--- src/rtl/memory_filter_bank_if.sv ---
// Bundled load-stream, read and patch-write signals of the filter bank.
// Latency: none (wires only); the bank adds one cycle on reads.
// Backpressure: ld_ready from the bank throttles the load stream.
// master: stream source, read requester and patch writer.
// slave: the filter bank itself.
interface memory_filter_bank_if #(
  parameter int N_FILTERS = 4,
  parameter int K         = 3,
  parameter int DATA_W    = 8,
  parameter int BIAS_W    = 16,
  parameter int FILT_W    = (N_FILTERS > 1) ? $clog2(N_FILTERS) : 1,
  parameter int IDX_W     = $clog2(K*K+1)
);
  logic                     load_start;
  logic                     ld_valid;
  logic [BIAS_W-1:0]        ld_data;
  logic                     ld_ready;
  logic                     busy;
  logic                     load_done;
  logic                     rd_en;
  logic [FILT_W-1:0]        rd_filter;
  logic                     rd_valid;
  logic [K*K*DATA_W-1:0]    rd_weights;
  logic [BIAS_W-1:0]        rd_bias;
  logic                     wr_en;
  logic [FILT_W-1:0]        wr_filter;
  logic [IDX_W-1:0]         wr_index;
  logic [BIAS_W-1:0]        wr_data;

  modport master (
    output load_start, ld_valid, ld_data, rd_en, rd_filter,
           wr_en, wr_filter, wr_index, wr_data,
    input  ld_ready, busy, load_done, rd_valid, rd_weights, rd_bias
  );

  modport slave (
    input  load_start, ld_valid, ld_data, rd_en, rd_filter,
           wr_en, wr_filter, wr_index, wr_data,
    output ld_ready, busy, load_done, rd_valid, rd_weights, rd_bias
  );
endinterface

--- src/rtl/memory_filter_bank.sv ---
// Register store of N_FILTERS signed KxK kernels plus biases for the CNN MAC array.
// Latency: reads return the full kernel and bias 1 cycle after rd_en.
// Backpressure: ld_ready high only in LOAD; stream words wait (no timeout) while ld_valid=0.
// Ports: clk, rstn (synchronous, active-high despite the name), bus (slave modport):
//   load_start/ld_valid/ld_data/ld_ready/busy/load_done - serial kernel load,
//   rd_en/rd_filter/rd_valid/rd_weights/rd_bias - parallel kernel read,
//   wr_en/wr_filter/wr_index/wr_data - single-element patch (index K*K = bias).
module memory_filter_bank #(
  parameter int N_FILTERS = 4,
  parameter int K         = 3,
  parameter int DATA_W    = 8,
  parameter int BIAS_W    = 16,
  parameter int FILT_W    = (N_FILTERS > 1) ? $clog2(N_FILTERS) : 1,
  parameter int IDX_W     = $clog2(K*K+1)
) (
  input  logic                 clk,
  input  logic                 rstn,
  memory_filter_bank_if.slave  bus
);

  localparam int                KK     = K*K;
  localparam logic [IDX_W-1:0]  BIAS_E = IDX_W'(KK);
  localparam logic [FILT_W-1:0] LAST_F = FILT_W'(N_FILTERS-1);

  typedef enum logic [1:0] {IDLE, LOAD, READY} state_t;

  state_t                   state_q, state_d;
  logic [IDX_W-1:0]         e_q, e_d;
  logic [FILT_W-1:0]        f_q, f_d;
  logic [DATA_W-1:0]        wgt_q [N_FILTERS][KK];
  logic [DATA_W-1:0]        wgt_d [N_FILTERS][KK];
  logic [BIAS_W-1:0]        bias_q [N_FILTERS];
  logic [BIAS_W-1:0]        bias_d [N_FILTERS];
  logic                     load_done_q, load_done_d;
  logic                     rd_valid_q, rd_valid_d;
  logic [KK*DATA_W-1:0]     rd_weights_q, rd_weights_d;
  logic [BIAS_W-1:0]        rd_bias_q, rd_bias_d;

  logic busy;
  logic ld_acc;
  logic wr_ok;
  logic rd_ok;

  assign busy   = (state_q == LOAD);
  assign ld_acc = busy & bus.ld_valid;
  // Patch writes and reads are locked out for the whole load.
  assign wr_ok  = bus.wr_en & ~busy;
  assign rd_ok  = bus.rd_en & ~busy;

  assign bus.ld_ready   = busy;
  assign bus.busy       = busy;
  assign bus.load_done  = load_done_q;
  assign bus.rd_valid   = rd_valid_q;
  assign bus.rd_weights = rd_weights_q;
  assign bus.rd_bias    = rd_bias_q;

  // Load FSM and element/filter counters.
  always_comb begin
    state_d     = state_q;
    e_d         = e_q;
    f_d         = f_q;
    load_done_d = 1'b0;
    case (state_q)
      IDLE, READY: begin
        if (bus.load_start) begin
          state_d = LOAD;
          e_d     = '0;
          f_d     = '0;
        end
      end
      LOAD: begin
        if (ld_acc) begin
          if (e_q == BIAS_E) begin
            e_d = '0;
            if (f_q == LAST_F) begin
              state_d     = READY;
              load_done_d = 1'b1;
            end else begin
              f_d = f_q + FILT_W'(1);
            end
          end else begin
            e_d = e_q + IDX_W'(1);
          end
        end
      end
      default: state_d = IDLE;
    endcase
  end

  // Storage update. Out-of-range filter/index never match a loop slot and are
  // dropped. Reads below sample *_q, so a same-cycle write is seen next read.
  always_comb begin
    wgt_d  = wgt_q;
    bias_d = bias_q;
    for (int f = 0; f < N_FILTERS; f++) begin
      for (int e = 0; e < KK; e++) begin
        if (ld_acc && f_q == FILT_W'(f) && e_q == IDX_W'(e))
          wgt_d[f][e] = bus.ld_data[DATA_W-1:0];
        if (wr_ok && bus.wr_filter == FILT_W'(f) && bus.wr_index == IDX_W'(e))
          wgt_d[f][e] = bus.wr_data[DATA_W-1:0];
      end
      if (ld_acc && f_q == FILT_W'(f) && e_q == BIAS_E)
        bias_d[f] = bus.ld_data;
      if (wr_ok && bus.wr_filter == FILT_W'(f) && bus.wr_index == BIAS_E)
        bias_d[f] = bus.wr_data;
    end
  end

  // Read path: data registers hold when no read is issued; an out-of-range
  // filter matches nothing and returns zeros with rd_valid set.
  always_comb begin
    rd_valid_d   = rd_ok;
    rd_weights_d = rd_weights_q;
    rd_bias_d    = rd_bias_q;
    if (rd_ok) begin
      rd_weights_d = '0;
      rd_bias_d    = '0;
      for (int f = 0; f < N_FILTERS; f++) begin
        if (bus.rd_filter == FILT_W'(f)) begin
          for (int e = 0; e < KK; e++)
            rd_weights_d[e*DATA_W +: DATA_W] = wgt_q[f][e];
          rd_bias_d = bias_q[f];
        end
      end
    end
  end

  always_ff @(posedge clk) begin
    if (rstn) begin
      state_q      <= IDLE;
      e_q          <= '0;
      f_q          <= '0;
      load_done_q  <= 1'b0;
      rd_valid_q   <= 1'b0;
      rd_weights_q <= '0;
      rd_bias_q    <= '0;
      for (int f = 0; f < N_FILTERS; f++) begin
        bias_q[f] <= '0;
        for (int e = 0; e < KK; e++)
          wgt_q[f][e] <= '0;
      end
    end else begin
      state_q      <= state_d;
      e_q          <= e_d;
      f_q          <= f_d;
      load_done_q  <= load_done_d;
      rd_valid_q   <= rd_valid_d;
      rd_weights_q <= rd_weights_d;
      rd_bias_q    <= rd_bias_d;
      wgt_q        <= wgt_d;
      bias_q       <= bias_d;
    end
  end

endmodule
--- src/flat_wrapper.sv ---
// flat-port wrapper written by rule: the top's interface ports become plain ports
module memory_filter_bank_flat 
#(
  parameter int N_FILTERS = 4,
  parameter int K         = 3,
  parameter int DATA_W    = 8,
  parameter int BIAS_W    = 16,
  parameter int FILT_W    = (N_FILTERS > 1) ? $clog2(N_FILTERS) : 1,
  parameter int IDX_W     = $clog2(K*K+1)
)
  (clk, rstn, bus_load_start, bus_ld_valid, bus_ld_data, bus_rd_en, bus_rd_filter, bus_wr_en, bus_wr_filter, bus_wr_index, bus_wr_data, bus_ld_ready, bus_busy, bus_load_done, bus_rd_valid, bus_rd_weights, bus_rd_bias);
  memory_filter_bank_if #(.N_FILTERS(N_FILTERS), .K(K), .DATA_W(DATA_W), .BIAS_W(BIAS_W), .FILT_W(FILT_W), .IDX_W(IDX_W)) bus_i ();
  input  logic clk;
  input  logic rstn;
  input wire logic [$bits(bus_i.load_start)-1:0] bus_load_start;
  input wire logic [$bits(bus_i.ld_valid)-1:0] bus_ld_valid;
  input wire logic [$bits(bus_i.ld_data)-1:0] bus_ld_data;
  input wire logic [$bits(bus_i.rd_en)-1:0] bus_rd_en;
  input wire logic [$bits(bus_i.rd_filter)-1:0] bus_rd_filter;
  input wire logic [$bits(bus_i.wr_en)-1:0] bus_wr_en;
  input wire logic [$bits(bus_i.wr_filter)-1:0] bus_wr_filter;
  input wire logic [$bits(bus_i.wr_index)-1:0] bus_wr_index;
  input wire logic [$bits(bus_i.wr_data)-1:0] bus_wr_data;
  output wire logic [$bits(bus_i.ld_ready)-1:0] bus_ld_ready;
  output wire logic [$bits(bus_i.busy)-1:0] bus_busy;
  output wire logic [$bits(bus_i.load_done)-1:0] bus_load_done;
  output wire logic [$bits(bus_i.rd_valid)-1:0] bus_rd_valid;
  output wire logic [$bits(bus_i.rd_weights)-1:0] bus_rd_weights;
  output wire logic [$bits(bus_i.rd_bias)-1:0] bus_rd_bias;
  assign bus_i.load_start = bus_load_start;
  assign bus_i.ld_valid = bus_ld_valid;
  assign bus_i.ld_data = bus_ld_data;
  assign bus_i.rd_en = bus_rd_en;
  assign bus_i.rd_filter = bus_rd_filter;
  assign bus_i.wr_en = bus_wr_en;
  assign bus_i.wr_filter = bus_wr_filter;
  assign bus_i.wr_index = bus_wr_index;
  assign bus_i.wr_data = bus_wr_data;
  assign bus_ld_ready = bus_i.ld_ready;
  assign bus_busy = bus_i.busy;
  assign bus_load_done = bus_i.load_done;
  assign bus_rd_valid = bus_i.rd_valid;
  assign bus_rd_weights = bus_i.rd_weights;
  assign bus_rd_bias = bus_i.rd_bias;
  memory_filter_bank #(.N_FILTERS(N_FILTERS), .K(K), .DATA_W(DATA_W), .BIAS_W(BIAS_W), .FILT_W(FILT_W), .IDX_W(IDX_W)) u_core (.clk(clk), .rstn(rstn), .bus(bus_i));
endmodule
--- config.mk ---
export PLATFORM = sky130hd
export DESIGN_NAME = memory_filter_bank_flat
export DESIGN_NICKNAME = d
export VERILOG_FILES = /design/src/rtl/memory_filter_bank_if.sv /design/src/rtl/memory_filter_bank.sv /design/src/flat_wrapper.sv
export SDC_FILE = /design/constraint.sdc
export NUM_CORES = 1
export LEC_CHECK = 0
export CORE_ASPECT_RATIO = 1.4
export CORE_MARGIN = 10
export CORE_UTILIZATION = 45
export CTS_CLUSTER_DIAMETER = 80
export DETAILED_ROUTE_END_ITERATION = 7
export PLACE_DENSITY_LB_ADDON = 0.05
export SLEW_MARGIN = 20
export SYNTH_ARGS = -nofsm -noshare
export SYNTH_HDL_FRONTEND = slang
export SYNTH_SLANG_ARGS = --single-unit
--- constraint.sdc ---
create_clock -name clk -period 1.81 [get_ports clk]
set_input_delay 0.181 -clock clk [delete_from_list [all_inputs] [get_ports clk]]
set_output_delay 0.181 -clock clk [all_outputs]
set_load 0.005 [all_outputs]
==> results.txt <==
The run finished, with violations left. The checks that failed: setup timing. The kind of critical path was flop to flop. The worst hold path belongs to the class input pin to flop. For flop-to-flop paths, the worst setup slack is -0.06 ns. The area of combinational cells with multiple inputs was 12450 sq um.

After routing, the total negative slack on setup checks comes to -0.06229 ns. Traced cell by cell, the critical path runs through ha_2 -> and4b_2 -> buf_6 -> nand2_2 -> nand2_1 -> a311oi_1. For the remaining design rule violation count, the log shows 0. The first routing iteration left 1596 violations. The run gives 0 as the final-report hold violation count. In this run the standard cell core region covers 48020 sq um. Once detailed placement completed, the half-perimeter wirelength came to 47810 um. The max-slew violation total from the final report is 0. Global routing consumed, on the met2 layer, 43.69% of the routing resources. The number of antenna violations at the first check in global routing is 2, and the worst slew margin relative to its limit is 66.24%.

After layout, the design draws a total of 21.80 mW. The worst hold path begins at bus_wr_data[6]. The first detailed-routing pass ran for 5 iterations. The logs give 57840 sq um for the die area and 25090 sq um for the post-detailed-placement cell area. Routability-driven placement finished with a final weighted congestion of 0.8321. The detailed router placed 20790 vias in this run. Measured along the x axis, the die boundary spans 206.1 um. The minimum period implied by the final worst setup slack was 1.872 ns; the detail-routed net length per standard cell was 22.79 um. Counting every net in the synthesized netlist gives 2669. The count of input and output buffers was 137; the maximum root-to-sink buffer count was 3. Type of element capturing the critical path: a flop. The net count reported at finish came out at 2769. The slowest stage of the critical path is the a311oi_1 cell.

The area growth from synthesis to layout is 27.39%. The run gives 20120 as the number of global-route vias before repair. The slew at the pin closest to its max-slew limit is 0.5064 ns.

The power density normalized to cell area is 783.9 nW/um^2, and the number of placement rows is 95. After synthesis the netlist holds a flip-flop and latch count of 450. After detailed routing, the number of vias per cell comes to 6.141.

Met3 layer usage reported by global route: 3.373%. The data arrival time of the critical path came out at 2.31 ns. The top cell types in the final layout, fill and taps aside, are 706 x nand2_1, 443 x dfxtp_1, 289 x nor2_1. The mean cell area of the mapped netlist is 8.334 sq um. The post-route netlist has 20.33% of its cells at a drive strength greater than 1. The final global-route overflow total came out at 0.

The analysis attributes to cell leakage a power of 8.925 nW. For this block, the routed nets add up to 77130 um of wire. For the worst-skew pair, the clock arrives at the later sink with an insertion delay of 0.57 ns.

The sequential-to-total area share from yosys stat is 41.27%. The first global-routing pass estimated 117300 um of wire. The run gives 57.90% as the utilization of the core after routing.

The tools report the pin count of the biggest net entering global routing as 96. The maximum operating frequency came out at 534.3 MHz. The fraction of synthesis flops using an asynchronous set or reset pin is 0%. The finished cells cover 27810 sq um.

On the worst path, the slowest cell contributes a delay of 0.40 ns. The maximum fanout along the worst path is 8. Clock tree synthesis selected as its root buffer the cell clkbuf_16. Global routing used 25.34% of the available tracks.

The max-cap violation count is 0. The worst voltage drop across the vdd grid was 647.2 uV; the total number of H-tree levels was 2. The number of enable flip-flop cells after synthesis was 0; the clock buffer count from CTS was 48. The worst path uses 103.4% of the clock period. Tracing the worst setup path back leads to its startpoint at u_core.f_q[0]$_SDFFE_PP0P_.

In the synthesized netlist, the number of instances is 2619. In this run the vertical extent of the chip is 280.6 um. The tools report the top-level port count as 138. For this configuration, the core starts out at a cell density of 45.45%.

At the placement stage, the worst setup path has a slack of -0.2427 ns. The worst setup slack after layout is -0.06161 ns. The run gives 450 as the number of sinks on the clock net.

Most common cell after layout, fill and taps aside: nand2_1. For the worst setup path, the data required time is 2.24 ns. The global routing stage identified its most utilized layer as met2. The number of distinct standard cells referenced by the synthesized netlist came out at 39.

The worst setup path is launched from a flop. The total area of sequential cells came out at 9022 sq um. The startpoint of the lowest-slack register-to-register path was u_core.f_q[0]$_SDFFE_PP0P_. The register clock-pin slew on the reported worst setup and hold paths is 0.06 ns. The most used flip-flop cell after synthesis is dfxtp_1. Setup repair after global routing could not meet its margin everywhere. For this run, the number of Yosys warnings is 0. Fill cells in the final layout number 4310. TritonCTS built the clock tree. Summing every instance area after synthesis gives 21830 sq um. Setup violations remaining at the end of the flow were counted as 2. The met1 usage in global routing came out at 30.95%. Clock skew on the completed layout was measured at 0.007521 ns. The number of antenna-violating nets in the routed design is 0.
## logic make-up after synthesis
family / count (synthesis) / share of synthesized area [%]
AOI/OAI and AO/OA: 523 / 17.67
adders and majority gates: 4 / 0.2293
buffers and inverters: 288 / 5.664
DFF: 450 / 41.27
muxes: 89 / 9.126
and+or+nand+nor: 1265 / 26.04
## critical path: cells and delay by family (launching register included)
| family | cells | cell delay [ns] |
|---|---|---|
| AOI/OAI and AO/OA | 1 | 0.40 |
| adders and majority gates | 1 | 0.18 |
| buffers and inverters | 1 | 0.16 |
| DFF | 1 | 0.36 |
| and+or+nand+nor | 3 | 0.62 |
## synthesized netlist by cell type (all sizes together) (7+ instances only)
| cell type | count | area share, % |
|---|---|---|
| dfxtp | 450 | 41 |
| buf | 106 | 2.5 |
| a21oi | 166 | 3.8 |
| a22oi | 69 | 2.4 |
| nor4b | 11 | 1.0 |
| and4bb | 7 | 0.40 |
| nand4 | 20 | 0.57 |
| and2 | 37 | 1.1 |
| mux4 | 88 | 9.1 |
| a311oi | 283 | 11 |
| nand2 | 741 | 13 |
| nand4b | 20 | 0.80 |
| nand3 | 49 | 1.1 |
| clkbuf | 179 | 3.1 |
| nor2 | 289 | 5.0 |
| nand3b | 65 | 2.2 |
| and4b | 8 | 0.37 |
## repair_timing
item                                    4_1_cts  5_1_grt
endpoints found under the hold margin        20        0
endpoints found under the setup margin      217      302
gates resized for setup                      40      199
pin swaps                                     4       73
cloned                                        0        5
setup buffers                                 2        7
hold buffers                                  1        0
## through the flow
| step | hold slack [ns] | cells |
|---|---|---|
| 4_1_cts | 0.08955 | 3374 |
| 3_3_place_gp | 0.4420 | 3286 |
| 2_1_floorplan | 0.3435 | 2619 |
| 5_1_grt | 0.1182 | 3385 |
| 6_report | 0.1163 | 3385 |
| 3_5_place_dp | 0.4455 | 3286 |
## where the power goes
part	total (mW)	switching [mW]	leakage [nW]	internal [mW]
registers	10.0	0.0384	3.63	9.96
logic	1.68	1.10	4.51	0.571
clock network	10.1	4.20	0.781	5.92
## per-layer routing
| metal | wire length, um | vias up | part of all wire, % |
|---|---|---|---|
| met5 | 17 | - | 0.022 |
| met4 | 3161 | 2 | 4.1 |
| met3 | 4500 | 158 | 5.8 |
| met2 | 38860 | 754 | 50 |
| met1 | 30590 | 10300 | 40 |
| li1 | - | 9569 | - |
## final timing paths
path | endpoint | depth (start not counted)
setup / recovery | u_core.wgt_q[0]$_SDFFE_PP0P_ | 6
hold / removal | u_core.wgt_q[6]$_SDFFE_PP0P_ | 3
setup reg to reg | u_core.wgt_q[0]$_SDFFE_PP0P_ | 6
hold reg to reg | u_core.bus.rd_bias[13]$_SDFFE_PP0P_ | 2
## sequential cells by signal (all words and copies together), names as in the netlist
signal / cells
u_core.state_q: 2
u_core.bias_q: 64
u_core.bus.rd_bias: 16
u_core.bus.rd_weights: 72
u_core.f_q: 2
u_core.e_q: 4
u_core.wgt_q: 288
u_core.bus.rd_valid: 1
u_core.bus.load_done: 1
## final cells by class
class | count | share of cell area (%)
diodes | 1 | 0.009000
clock buffers | 76 | 5.242
clock inverters | 9 | 0.4590
inverters | 3 | 0.08550
multi-input cells | 1881 | 44.79
flip-flops and latches | 450 | 32.45
well taps | 630 | 2.835
repair buffers | 335 | 14.13
No activity file was read; power rests on OpenSTA's default activity.
